### src/rtl/axi_rd_arbiter.sv
// axi_rd_arbiter: round-robin sharing of the AXI4 read channels (AR/R) between
// NREQ requesters onto one master read port. One burst outstanding at a time;
// R beats are routed back to the requester that won the AR grant.
// Optional build macro AXI_RD_ARB_CHECK_EN adds a beat counter and a sticky
// protocol error flag (err_o); without it err_o is constant 0.
module axi_rd_arbiter #(
    parameter int unsigned NREQ = 2,
    parameter int unsigned AW   = 64,
    parameter int unsigned DW   = 64,
    parameter int unsigned IDW  = 4
) (
    input  logic              clk_i,
    input  logic              rst_i,
    input  logic [NREQ-1:0]   s_arvalid_i,
    output logic [NREQ-1:0]   s_arready_o,
    input  logic [NREQ*AW-1:0] s_araddr_i,
    input  logic [NREQ*8-1:0] s_arlen_i,
    input  logic [NREQ*3-1:0] s_arsize_i,
    input  logic [NREQ*2-1:0] s_arburst_i,
    output logic [NREQ-1:0]   s_rvalid_o,
    input  logic [NREQ-1:0]   s_rready_i,
    output logic [DW-1:0]     s_rdata_o,
    output logic [1:0]        s_rresp_o,
    output logic              s_rlast_o,
    output logic [IDW-1:0]    M_AXI_ARID,
    output logic [AW-1:0]     M_AXI_ARADDR,
    output logic [7:0]        M_AXI_ARLEN,
    output logic [2:0]        M_AXI_ARSIZE,
    output logic [1:0]        M_AXI_ARBURST,
    output logic              M_AXI_ARVALID,
    input  logic              M_AXI_ARREADY,
    input  logic [IDW-1:0]    M_AXI_RID,
    input  logic [DW-1:0]     M_AXI_RDATA,
    input  logic [1:0]        M_AXI_RRESP,
    input  logic              M_AXI_RLAST,
    input  logic              M_AXI_RVALID,
    output logic              M_AXI_RREADY,
    output logic              err_o
);

    localparam int unsigned GW = (NREQ > 1) ? $clog2(NREQ) : 1;

    typedef enum logic [1:0] {StIdle, StAddr, StData} state_e;

    state_e          state_q, state_d;
    logic [GW-1:0]   last_grant_q;
    logic [IDW-1:0]  arid_q;
    logic [AW-1:0]   araddr_q;
    logic [7:0]      arlen_q;
    logic [2:0]      arsize_q;
    logic [1:0]      arburst_q;
    logic            arvalid_q;

    logic            req_found;
    logic [GW-1:0]   req_idx;
    logic            ar_hs;
    logic            r_hs;

    // Round-robin search starting just after the previous winner.
    always_comb begin
        req_found = 1'b0;
        req_idx   = '0;
        for (int i = 1; i <= int'(NREQ); i++) begin
            if (!req_found && s_arvalid_i[(int'(last_grant_q) + i) % int'(NREQ)]) begin
                req_found = 1'b1;
                req_idx   = GW'((int'(last_grant_q) + i) % int'(NREQ));
            end
        end
    end

    // Reset gates the grant so a handshake is never offered while the registers are clearing.
    assign ar_hs = (state_q == StIdle) && req_found && !rst_i;
    assign r_hs  = (state_q == StData) && M_AXI_RVALID && M_AXI_RREADY;

    // Per-requester handshake/routing; R payload is shared and passed straight through.
    always_comb begin
        s_arready_o  = '0;
        s_rvalid_o   = '0;
        M_AXI_RREADY = 1'b0;
        if (ar_hs) begin
            s_arready_o[req_idx] = 1'b1;
        end
        if (state_q == StData) begin
            s_rvalid_o[last_grant_q] = M_AXI_RVALID;
            M_AXI_RREADY             = s_rready_i[last_grant_q];
        end
    end

    assign s_rdata_o = M_AXI_RDATA;
    assign s_rresp_o = M_AXI_RRESP;
    assign s_rlast_o = M_AXI_RLAST;

    // FSM next-state.
    always_comb begin
        state_d = state_q;
        unique case (state_q)
            StIdle:  if (ar_hs) state_d = StAddr;
            StAddr:  if (M_AXI_ARREADY) state_d = StData;
            StData:  if (r_hs && M_AXI_RLAST) state_d = StIdle;
            default: state_d = StIdle;
        endcase
    end

    // FSM state register.
    always_ff @(posedge clk_i) begin
        if (rst_i) begin
            state_q <= StIdle;
        end else begin
            state_q <= state_d;
        end
    end

    // AR register slice: latch the winner's request, hold it until the slave accepts.
    always_ff @(posedge clk_i) begin
        if (rst_i) begin
            last_grant_q <= GW'(NREQ - 1);
            arid_q       <= '0;
            araddr_q     <= '0;
            arlen_q      <= '0;
            arsize_q     <= '0;
            arburst_q    <= '0;
            arvalid_q    <= 1'b0;
        end else if (ar_hs) begin
            last_grant_q <= req_idx;
            arid_q       <= IDW'(req_idx);
            araddr_q     <= s_araddr_i[int'(req_idx)*AW +: AW];
            arlen_q      <= s_arlen_i[int'(req_idx)*8 +: 8];
            arsize_q     <= s_arsize_i[int'(req_idx)*3 +: 3];
            arburst_q    <= s_arburst_i[int'(req_idx)*2 +: 2];
            arvalid_q    <= 1'b1;
        end else if (state_q == StAddr && M_AXI_ARREADY) begin
            arvalid_q    <= 1'b0;
        end
    end

    assign M_AXI_ARID    = arid_q;
    assign M_AXI_ARADDR  = araddr_q;
    assign M_AXI_ARLEN   = arlen_q;
    assign M_AXI_ARSIZE  = arsize_q;
    assign M_AXI_ARBURST = arburst_q;
    assign M_AXI_ARVALID = arvalid_q;

`ifdef AXI_RD_ARB_CHECK_EN
    logic [7:0] beat_cnt_q;
    logic       err_q;

    // Beat counter and sticky error: RLAST position and RID are checked on every R handshake.
    always_ff @(posedge clk_i) begin
        if (rst_i) begin
            beat_cnt_q <= '0;
            err_q      <= 1'b0;
        end else begin
            if (state_q == StAddr && M_AXI_ARREADY) begin
                beat_cnt_q <= '0;
            end else if (r_hs) begin
                beat_cnt_q <= beat_cnt_q + 8'd1;
            end
            if (r_hs && ((M_AXI_RLAST && beat_cnt_q != arlen_q) ||
                         (!M_AXI_RLAST && beat_cnt_q == arlen_q) ||
                         (M_AXI_RID != arid_q))) begin
                err_q <= 1'b1;
            end
        end
    end

    assign err_o = err_q;
`else
    // RID is only consumed by the optional checker.
    logic unused_rid;
    assign unused_rid = ^M_AXI_RID;
    assign err_o      = 1'b0;
`endif

endmodule

### config.mk
export PLATFORM = sky130hd
export DESIGN_NAME = axi_rd_arbiter
export DESIGN_NICKNAME = d
export VERILOG_FILES = /design/src/rtl/axi_rd_arbiter.sv
export SDC_FILE = /design/constraint.sdc
export NUM_CORES = 1
export LEC_CHECK = 0
export BUFFER_PORTS_ARGS = -buffer_cell sky130_fd_sc_hd__buf_2
export CELL_PAD_IN_SITES_DETAIL_PLACEMENT = 1
export CELL_PAD_IN_SITES_GLOBAL_PLACEMENT = 1
export CORE_AREA = 2 2 152 154
export DETAILED_ROUTE_END_ITERATION = 6
export DIE_AREA = 0 0 154 156
export HOLD_SLACK_MARGIN = 0.1
export PLACE_DENSITY_LB_ADDON = 0.12
export SYNTH_ARGS = -nofsm -noshare
export SYNTH_HDL_FRONTEND = slang
export SYNTH_SLANG_ARGS = --single-unit
### constraint.sdc
create_clock -name clk_i -period 4.4 [get_ports clk_i]
set_input_delay 0.88 -clock clk_i [delete_from_list [all_inputs] [get_ports clk_i]]
set_output_delay 0.88 -clock clk_i [all_outputs]
set_load 0.005 [all_outputs]
======== Word level (Yosys, flattened, before mapping) ========
Index checks and enable logic that the tools add are counted.
storage, ports and cells
  register bits ........................... 82
  latch bits .............................. 0
  RAM bits ................................ 0
  bits in read-only memories .............. 0
  bits of input ports ..................... 233
  output and inout bits ................... 155
  logic and storage cells ................. 68
  memories kept ........................... 0
cells by class
  $add $sub $neg .......................... 2
  $mul .................................... 1
  div/mod/pow operators ................... 0
  order comparisons ....................... 6
  equal/unequal tests ..................... 5
  shifts and indexed selects .............. 4
  muxes and demuxes ....................... 25
  bitwise gates (word level) .............. 3
  reductions and logical operators ........ 14
operator list
  operator               count
  $shiftx A128 B8 Y64    1
  $mux W1                17
  $shiftx A16 B5 Y8      1
  $mux W2                5
  $logic_and A1 B1 Y1    9
  $lt A2 B3 Y1 const B   2
  $pmux W2 S3            1
  $shiftx A6 B4 Y3       1
  $lt A1 B2 Y1 const B   2
  $ne A2 B2 Y1 const B   2
  $shiftx A4 B3 Y2       1
  $mul A1 B2 Y3 const B  1
  $reduce_and A3 Y1      1
  $add A1 B1 Y1 const B  2
  $and A1 B1 Y1 const A  2
  $and A2 B2 Y2          1
  $demux W1 S1           2
  $eq A2 B1 Y1 const B   1
  $eq A2 B2 Y1 const B   1
  $ge A1 B1 Y1 const B   2
  $logic_not A1 Y1       2
  $logic_not A2 Y1       1
  $ne A2 B1 Y1 const B   1
  $reduce_bool A2 Y1     1

======== Longest topological paths before layout ========
  word-level depth ........................ 14
  gate-level depth with buffers ........... 7
  gate-level depth less buffers ........... 3

======== Least setup slack after synthesis ========
No wires, ideal clock.
  path type ............................... input-to-output
  start point ............................. in s_arvalid_i[0]
  end point ............................... out s_arready_o[1]
  data arrival time ....................... 1.631 ns
  data required time ...................... 3.520 ns
  path slack .............................. 1.889 ns
  stages .................................. 5
  buffers on the path ..................... 3
  cell sequence ........................... buf_2 -> a21boi_4 -> buf_6 -> buf_8 -> and2_1
between the ends
  word-level cells in the longest chain between the ends .. 12
  elaborated cells between the ends (all ways) .. 20
  classes of those cells .................. order compare (2); mux (13); reduce/logical (5)
ends and longest elaborated chain
  what                                                                       RTL line  source
  start, declared                                                            14        input logic [NREQ-1:0] s_arvalid_i,
  $mux W1 (implied by the code) (3 in a row)                                 64        if (!req_found && s_arvalid_i[(int'(last_grant_q) + i) % int'(NREQ)]) begin
  $mux W1                                                                    64
  $logic_not A1 Y1                                                           64
  $logic_and A1 B1 Y1                                                        64
  $mux W1                                                                    64
  $lt A1 B2 Y1 (implied by the code) / $ge A1 B1 Y1 (equally long branches)  81        s_arready_o[req_idx] = 1'b1;
  $logic_and A1 B1 Y1 (implied by the code)                                  81
  $mux W1 (implied by the code)                                              81
  $demux W1 S1                                                               81
  $mux W2 *                                                                  80        if (ar_hs) begin
  end, declared                                                              15        output logic [NREQ-1:0] s_arready_o,
Mark *: on every way between the ends. The rest lies on a longest branch, timed or not. The select of a mux whose other input is x is not followed.

======== Worst setup path after layout ========
  start point ............................. in rst_i
  end point ............................... out s_arready_o[1]
between the ends
  word-level cells in the longest chain between the ends .. 3
ends and longest elaborated chain
  what                 RTL line  source
  start, declared      13        input logic rst_i,
  $logic_not A1 Y1     72        assign ar_hs = (state_q == StIdle) && req_found && !rst_i;
  $logic_and A1 B1 Y1  72
  $mux W2              80
Every way passes these cells.

==> impl_metrics.csv <==
group,metric,value,unit
status,outcome,"complete, no violations",
synth,syn_area,4030,um^2
clocking,root_buffer,"clkbuf_16",
layout,multi_input_comb_area,1610,um^2
sta,rsz0062_at_grt,"no",
critical_path,end_kind,"output pin",
layout,nFillCells,2642,
sta,final-setup-viol-count,0,
layout,final_layout_size_suffix_gt1_share,50.5,%
grt,track_usage,12.7,%
critical_path,crit_type,"primary input to output pin",
place,portBuffers,247,
grt,grt_pass1_vias,4126,
power_and_ir_drop,power_switching,593,uW
route,drt-initial-drc-count,199,
route,ant_nets,0,
floorplanning,rows,55,
clocking,cts_setup_buffers,0,
sta,finalSetupTns,0,ns
clocking,clock-sinks,82,
layout,nets,792,
sta,finalHoldViolCount,0,
power_and_ir_drop,p_comb_share,18.6,%
route,drt-pass1-iter-count,4,
sta,fin_crit_sh,61.4,%
layout,ff_latch_area,1640,um^2
clocking,clk_pin_slew,0.07,ns
min_path,min-delay-path-class,"flip-flop to flip-flop",
clocking,cts.repair.resized,0,
clocking,htreeDepth,3,
critical_path,required,3.52,ns
grt,grt_pass1_wl,23700,um
power_and_ir_drop,power.leakage,2.67,nW
floorplanning,die_width,154,um
critical_path,slowest_delay,0.31,ns
sta,tightest_slew,0.893,ns
synth,synth_ff_type,"dfxtp_1",
floorplanning,initial_core_util,18.0,%
power_and_ir_drop,internal-power,1.39,mW
route,drt-wirelength-per-cell,18.4,um
sta,clock.fmax,0.370,GHz
layout,final_util,23.2,%
synth,synthCells,403,
power_and_ir_drop,p_seq_share,43.3,%
clocking,cts_tree,"done",
critical_path,reg2reg_to,"M_AXI_ARADDR[28]$_SDFFE_PP0P_",
critical_path,r2r_cells,4,
min_path,worst_hold_path.endpoint,"M_AXI_ARID[0]$_SDFFE_PP0P_",
min_path,holdPathStages,1,
layout,area_delta_synth_final,28.8,%
power_and_ir_drop,ir_drop,0.000141,V
layout,final_common_cell,"buf_2",
synth,yosys_warnings,0,
critical_path,critical_path.most_common_cell,"buf_2",
power_and_ir_drop,swShare,29.9,%
synth,ys_types,34,
critical_path,reg2reg_from,"last_grant_q$_SDFFE_PP1P_",
sta,period_minus_slack,2.70,ns
clocking,clock_latency,0.35,ns
place,place.gp.congestion,0.742,
clocking,clock_path_buffers,2,
clocking,cts_buffers,9,
synth,ys_ff_latch,82,
synth,synth.avg_cell_area,9.99,um^2
flow_run,drv_cap,0,
synth,synth_edf_count,0,
layout,layout_common_cells,"247 x buf_2, 82 x dfxtp_1, 64 x and3_1, 64 x a221o_1, 15 x o21ai_0",
route,num_vias,3866,
critical_path,critPathSlowestCell,"nor3_4",
clocking,holdBufCountCts,0,
place,place_hpwl,11000,um
sta,finalClockSkew,0.00791,ns
critical_path,r2r_setup_slack,2.38,ns
route,drt_wl_total,15600,um
critical_path,critPathArrivalTime,1.82,ns
synth,synthArstFlopShare,0,%
sta,slew_violations,0,
floorplanning,die_h,156,um
power_and_ir_drop,p_clk_share,38.1,%
critical_path,critPathMaxFanout,18,
power_and_ir_drop,power_density,383,nW/um^2
route,drc_errors,0,
grt,grt_max_degree,78,
floorplanning,die_area,24000,um^2
layout,antenna_cells,0,
floorplanning,pin_count,388,
critical_path,start_kind,"primary input",
floorplanning,coreArea,22400,um^2
route,viasPerCell,4.55,
critical_path,path_cells,"buf_2, nor3_4, and2_1, buf_2",
min_path,hp-start,"M_AXI_ARID[0]$_SDFFE_PP0P_",
synth,ys_seq_area_share,40.8,%
grt,antenna_found_initial,1,
grt,grt_overflow,0,
sta,slew_headroom,40.3,%
-- how the worst max path moves through the flow --
stage                               from                       endpoint  slack (ns)  cells past startpoint
after floorplan           s_arvalid_i[0]                 s_arready_o[1]        1.89                      5
after global placement    s_arvalid_i[0]  M_AXI_ARADDR[58]$_SDFFE_PP0P_        1.62                      5
after detailed placement  s_arvalid_i[0]  M_AXI_ARADDR[58]$_SDFFE_PP0P_        1.58                      5
after CTS                          rst_i                 s_arready_o[1]        1.65                      4
after global routing               rst_i                 s_arready_o[1]        1.59                      4
final                              rst_i                 s_arready_o[1]        1.70                      4
-- per-layer routing --
layer  vias up  global-route usage [%]  part of all wire (%)
met2       208                    21.9                    47
met5         -                       0                 0.083
li1       1772                       -                     -
met1      1845                    14.4                    42
met3        39                    4.44                   8.7
met4         2                    5.03                   2.3
-- stage by stage --
stage | instances | hold WS [ns] | worst slack, ns | power [mW] | cell area, um^2
3_3_place_gp | 833 | 0.434 | 1.62 | 1.25 | 4900
5_1_grt | 849 | 0.498 | 1.59 | 2.10 | 5190
4_1_cts | 849 | 0.471 | 1.65 | 2.04 | 5190
6_report | 849 | 0.463 | 1.70 | 1.98 | 5190
2_1_floorplan | 406 | 0.451 | 1.89 | 1.11 | 4040
3_5_place_dp | 833 | 0.453 | 1.58 | 1.25 | 4900
-- sequential cells by signal, summed over array words and instances, names as in the netlist --
| signal | cells |
|---|---|
| M_AXI_ARVALID | 1 |
| M_AXI_ARSIZE | 3 |
| last_grant_q | 1 |
| state_q | 2 |
| M_AXI_ARID | 1 |
| M_AXI_ARBURST | 2 |
| M_AXI_ARLEN | 8 |
| M_AXI_ARADDR | 64 |
-- worst max-delay path: cells and delay by family --
family	cells	cell delay, ns
buffers and inverters	2	0.39
AND/OR/NAND/NOR	2	0.54
-- layout make-up --
type	instances	area share (%)
flip-flops and latches	82	31.6
multi-input cells	212	31.0
repair buffers	252	24.8
well taps	285	6.87
clock buffers	9	4.34
clock inverters	7	1.18
inverters	2	0.145
-- Yosys cell counts (all sizes together), types with 2 or more instances --
cell type / number / area (um^2)
o21ai: 15 / 75.1
nor2: 5 / 18.8
and3: 65 / 412
a221o: 64 / 641
inv: 2 / 7.51
clkbuf: 14 / 52.6
nand3: 13 / 115
dfxtp: 82 / 1640
or2: 2 / 12.5
nand4: 13 / 81.3
a31oi: 13 / 81.3
nand2: 2 / 7.51
buf: 96 / 741
a21oi: 4 / 23.8
nor2b: 2 / 12.5
-- power groups by stage --
| stage | combinational, mW | sequential [mW] | clock, mW |
|---|---|---|---|
| floorplan | 0.232 | 0.878 | 0 |
| global placement | 0.375 | 0.874 | 0 |
| detailed placement | 0.377 | 0.876 | 0 |
| CTS | 0.379 | 0.860 | 0.797 |
| global route | 0.410 | 0.869 | 0.824 |
| finish | 0.369 | 0.859 | 0.756 |
-- cell families (layout without fill, tap and decap cells) --
logic type             count (synthesis)  count (layout)  share of synthesized area [%]
DFF                                   82              82                           40.8
AOI/OAI and AO/OA                    101             101                           21.7
muxes                                  1               1                          0.249
buffers and inverters                112             270                           19.9
and+or+nand+nor                      106             106                           17.3
other                                  1               4                         0.0931
Note: power is estimated with default switching activity, not from simulation.
